--- src/rtl/mux_21_pkg.sv ---
// Shared definitions for the 2:1 mux select arbiter: FSM states, select
// encodings and default sizing for the burst hold limit.
package mux_21_pkg;

   typedef enum logic [1:0] {
      IDLE   = 2'd0,
      GRANT0 = 2'd1,
      GRANT1 = 2'd2
   } state_e;

   localparam logic SEL_A = 1'b0;
   localparam logic SEL_B = 1'b1;

   localparam int DEF_MAX_BEATS = 16;
   localparam int DEF_CNT_W     = 5;

endpackage

--- src/rtl/mux_21_arb_hold_cnt.sv ---
// Saturating beat counter for the current burst; flags the beat on which the
// hold limit is reached so the arbiter can force a release.
module hold_cnt
   import mux_21_pkg::*;
#(
   parameter int MAX_BEATS = DEF_MAX_BEATS,
   parameter int CNT_W     = DEF_CNT_W
) (
   input  logic clk,
   input  logic rst,
   input  logic clr,
   input  logic inc,
   output logic hit
);

   localparam logic [CNT_W-1:0] LIMIT = CNT_W'(MAX_BEATS - 1);

   logic [CNT_W-1:0] cnt_q;
   logic [CNT_W-1:0] cnt_d;

   // Clear wins over increment; stop at the limit so the count never wraps.
   always_comb begin
      cnt_d = cnt_q;
      if (clr) begin
         cnt_d = '0;
      end else if (inc && (cnt_q != LIMIT)) begin
         cnt_d = cnt_q + 1'b1;
      end
   end

   always_ff @(posedge clk) begin
      if (rst) begin
         cnt_q <= '0;
      end else begin
         cnt_q <= cnt_d;
      end
   end

   assign hit = (cnt_q == LIMIT);

endmodule

--- src/rtl/mux_21_arb.sv ---
// Round-robin burst arbiter producing a registered select for the 2:1 mux
// (requester 0 = input a, requester 1 = input b) plus per-requester grants.
module mux_21_arb
   import mux_21_pkg::*;
#(
   parameter int MAX_BEATS = DEF_MAX_BEATS,
   parameter int CNT_W     = DEF_CNT_W
) (
   input  logic clk,
   input  logic rst,
   input  logic req0,
   input  logic req1,
   input  logic last0,
   input  logic last1,
   output logic gnt0,
   output logic gnt1,
   output logic sel,
   output logic busy
);

   state_e state_q;
   state_e state_d;
   logic   sel_q;
   logic   sel_d;
   logic   last_srv_q;
   logic   last_srv_d;

   logic beat;
   logic arbitrate;
   logic pick_b;
   logic cnt_clr;
   logic cnt_inc;
   logic cnt_hit;

   hold_cnt #(
      .MAX_BEATS (MAX_BEATS),
      .CNT_W     (CNT_W)
   ) u_hold_cnt (
      .clk (clk),
      .rst (rst),
      .clr (cnt_clr),
      .inc (cnt_inc),
      .hit (cnt_hit)
   );

   // IDLE always arbitrates; an owner arbitrates on the edge it releases, so
   // the next grant lands with no idle bubble between bursts.
   always_comb begin
      beat       = 1'b0;
      arbitrate  = 1'b1;
      state_d    = state_q;
      sel_d      = sel_q;
      last_srv_d = last_srv_q;
      cnt_clr    = 1'b0;

      case (state_q)
         GRANT0: begin
            beat      = req0;
            arbitrate = !req0 || last0 || cnt_hit;
         end
         GRANT1: begin
            beat      = req1;
            arbitrate = !req1 || last1 || cnt_hit;
         end
         default: begin
            arbitrate = 1'b1;
         end
      endcase

      pick_b = req1 && (!req0 || (last_srv_q == SEL_A));

      if (arbitrate) begin
         if (req0 || req1) begin
            state_d    = pick_b ? GRANT1 : GRANT0;
            sel_d      = pick_b ? SEL_B : SEL_A;
            last_srv_d = pick_b;
            cnt_clr    = 1'b1;
         end else begin
            state_d = IDLE;
         end
      end
   end

   assign cnt_inc = beat && !arbitrate;

   always_ff @(posedge clk) begin
      if (rst) begin
         state_q    <= IDLE;
         sel_q      <= SEL_A;
         last_srv_q <= 1'b1;
      end else begin
         state_q    <= state_d;
         sel_q      <= sel_d;
         last_srv_q <= last_srv_d;
      end
   end

   assign gnt0 = (state_q == GRANT0);
   assign gnt1 = (state_q == GRANT1);
   assign sel  = sel_q;
   assign busy = gnt0 || gnt1;

endmodule

--- config.mk ---
export PLATFORM = sky130hd
export DESIGN_NAME = mux_21_arb
export DESIGN_NICKNAME = d
export VERILOG_FILES = /design/src/rtl/mux_21_pkg.sv /design/src/rtl/mux_21_arb_hold_cnt.sv /design/src/rtl/mux_21_arb.sv
export SDC_FILE = /design/constraint.sdc
export NUM_CORES = 1
export LEC_CHECK = 0
export ABC_AREA = 1
export BUFFER_PORTS_ARGS = -buffer_cell sky130_fd_sc_hd__clkbuf_2
export CORE_AREA = 2 2 39 41
export DETAILED_ROUTE_END_ITERATION = 10
export DIE_AREA = 0 0 41 43
export GPL_TIMING_DRIVEN = 0
export PLACE_DENSITY = 0.71
export RECOVER_POWER = 50
export SYNTH_ARGS = -nofsm -noshare
export SYNTH_HDL_FRONTEND = slang
export SYNTH_SLANG_ARGS = --single-unit
--- constraint.sdc ---
create_clock -name clk -period 3.8 [get_ports clk]
set_input_delay 0.38 -clock clk [delete_from_list [all_inputs] [get_ports clk]]
set_output_delay 0.38 -clock clk [all_outputs]
set_load 0.02 [all_outputs]
==> impl_metrics.csv <==
group,metric,value,unit
placed_design,postPlaceCellArea,648,um^2
worst_hold_path,hold_class,"input pin to register",
final_layout,nets,96,
placed_design,port_buffers,9,
cts,cts_buffers,3,
worst_setup_path,cp_num_buf_inv,1,
worst_setup_path,worst_ep_arrival_time,2210,ps
worst_setup_path,regToRegSetupSlack,1790,ps
logic_synthesis,synth_area,583,um^2
final_layout,fillCellCount,136,
timing,hold_viol,0,
power_and_ir_drop,p_leak,0.268,nW
flow_run,max_cap_viol_count,0,
worst_setup_path,cp_slowest_stage_delay,460,ps
worst_setup_path,slowest_stage,"nor2_1",
worst_setup_path,worst_r2r_endpoint,"u_hold_cnt.cnt_q[0]",
logic_synthesis,synthXorXnorAreaFrac,0,%
cts,cts_sinks,9,
detailed_routing,vias,502,
logic_synthesis,synth_nets,82,
logic_synthesis,yosys_register_bits,9,
floorplan,rows,14,
global_route,grt_pass1_wl,1900,um
timing,final_max_slew_viol_count,0,
power_and_ir_drop,vdd.ir_drop.worst,0.000164,V
detailed_routing,routedWlPerCell,11.1,um
floorplan,die_area,1760,um^2
final_layout,stdcell_area,639,um^2
detailed_routing,firstDrtPassIters,4,
placed_design,place.gp.congestion,0.763,
detailed_routing,via_per_inst,4.97,
cts,cts.path.max_buffers,2,
power_and_ir_drop,power_density,343,nW/um^2
timing,relSlewSlack,60.2,%
detailed_routing,ant_nets,0,
timing,fmax,499,MHz
logic_synthesis,synth.avg_cell_area,8.10,um^2
logic_synthesis,synth-simple-area-share,40.1,%
final_layout,antenna_cells,0,
cts,clkLatencyLatePin,270,ps
worst_setup_path,critPathTopFamily,"simple AND/OR/NAND/NOR gates",
placed_design,hpwl,856,um
worst_setup_path,critPathLaunch,"u_hold_cnt.cnt_q[0]",
cts,cts_tree,"built",
final_layout,seqCellArea,180,um^2
worst_setup_path,path_depth,9,
timing,tightest_slew,595,ps
cts,clk_pin_slew,70,ps
global_route,grt_pass1_vias,472,
worst_setup_path,cp.required,4000,ps
floorplan,start_util,42.1,%
cts,cts_max_level,1,
cts,postCtsSetupRepairBufs,0,
timing,period_needed,2010,ps
logic_synthesis,synth_compound_area_share,12.0,%
final_layout,area_growth,9.66,%
status,outcome,"finished clean",
logic_synthesis,synth_mux_area_share,0,%
timing,finalSetupTns,0,ps
floorplan,die_h,43,um
global_route,grt_max_degree,10,
logic_synthesis,synth_top_family_by_area,"simple AND/OR/NAND/NOR gates",
logic_synthesis,yosysSeqAreaShare,30.9,%
final_layout,multiInputGateArea,323,um^2
detailed_routing,drtIter0Drc,8,
timing,setup_viol,0,
worst_setup_path,crit_path_max_fanout,9,
detailed_routing,drc,0,
floorplan,die_w,41,um
timing,period_share,52.8,%
cts,ctsHoldBuffers,0,
worst_setup_path,reg2reg_from,"u_hold_cnt.cnt_q[0]",
global_route,grt_antenna_before_repair,0,
timing,fin_skew,2.75,ps
detailed_routing,drt-total-wl,1120,um
global_route,track_usage,16.1,%
cts,ctsResizeCount,0,
timing,grt_setup_unrepaired,"false",
logic_synthesis,syn_inst,72,
logic_synthesis,yosysUniqueCellTypes,16,
final_layout,drive_gt1_share,24.7,%
worst_setup_path,cp-start-kind,"register",
global_route,overflow,0,
worst_setup_path,crit_type,"register to register",
worst_setup_path,crit_end,"u_hold_cnt.cnt_q[0]",
worst_setup_path,worstPathCellList,"ha_1 -> inv_1 -> nor3_1 -> ha_1 -> nor2_1 -> nand2_1 -> nand2_1 -> nand2_4 -> a21oi_2",
cts,cts_root_buffer,"clkbuf_4",
floorplan,core_area,1380,um^2
logic_synthesis,synth_warnings,0,
worst_setup_path,setup.worst_path.end_class,"register",
logic_synthesis,synth_fa_ha_area_share,8.58,%
worst_setup_path,reg2reg_depth,9,
floorplan,top_level_ports,10,
-- routing by layer --
layer / GRT usage [%] / wire length, um / vias up
li1: - / - / 262
met1: 18.0 / 481 / 224
met2: 25.0 / 562 / 14
met3: 4.71 / 64 / 2
met4: 10.0 / 14 / 0
met5: 0 / 0 / -
-- stage by stage --
stage / hold slack [ps] / utilization, % / cells / total power [W] / setup slack [ps]
floorplan: 429 / - / 72 / 0.000139 / 2390
global placement: 444 / 46.8 / 97 / 0.000151 / 2260
detailed placement: 443 / 46.8 / 97 / 0.000152 / 2210
CTS: 311 / 48.7 / 101 / 0.000230 / 2120
global route: 322 / 46.2 / 101 / 0.000228 / 1630
finish: 316 / 46.2 / 101 / 0.000219 / 1790
-- power by group --
group          internal [W]  leakage [nW]  total (W)  switching, W
combinational     0.0000123         0.179  0.0000414     0.0000290
clock             0.0000406        0.0150  0.0000776     0.0000370
sequential        0.0000979        0.0735   0.000100    0.00000211
-- synth_stat cells, drive strengths merged --
cell type | instances | area [um^2]
a21oi | 8 | 62.6
a21boi | 1 | 7.51
nor2 | 1 | 20.0
ha | 4 | 50.1
or2 | 1 | 6.26
dfxtp | 9 | 180
nand3 | 7 | 50.1
nand2 | 20 | 108
inv | 13 | 48.8
nand3b | 1 | 7.51
nor3 | 1 | 5.00
nand4 | 6 | 37.5
-- how the worst min path moves through the flow --
stage / end / depth (start not counted) / slack (ps) / start
after floorplan: last_srv_q / 2 / 430 / last_srv_q
after global placement: last_srv_q / 2 / 440 / last_srv_q
after detailed placement: last_srv_q / 2 / 440 / last_srv_q
after CTS: sel / 2 / 310 / rst
after global routing: sel / 2 / 320 / rst
final: sel / 2 / 320 / rst
-- cell type report --
type                    instances  share of cell area, %
multi-input cells              50                   50.5
flip-flops and latches          9                   28.2
inverters                      13                   7.63
repair buffers                  9                   6.46
clock buffers                   4                   4.11
well taps                      16                   3.13
-- state kept, by name, indices dropped and copies added (netlist names) --
name              flops
sel                   1
u_hold_cnt.cnt_q      5
state_q               2
last_srv_q            1
-- kinds of logic after synthesis --
logic type      Yosys count
buf+inv                  13
fa+ha+maj                 4
flops                     9
compound gates            9
simple gates             37
-- cell usage in the layout (no fill, tap or decap), drive strengths merged --
cell type | netlist | layout
a21boi | 1 | 1
a21oi | 8 | 8
clkbuf | 0 | 13
dfxtp | 9 | 9
ha | 4 | 4
inv | 13 | 13
nand2 | 20 | 20
nand3 | 7 | 7
nand3b | 1 | 1
nand4 | 6 | 6
nor2 | 1 | 1
nor3 | 1 | 1
or2 | 1 | 1
Power figures use the tool's default switching activity.
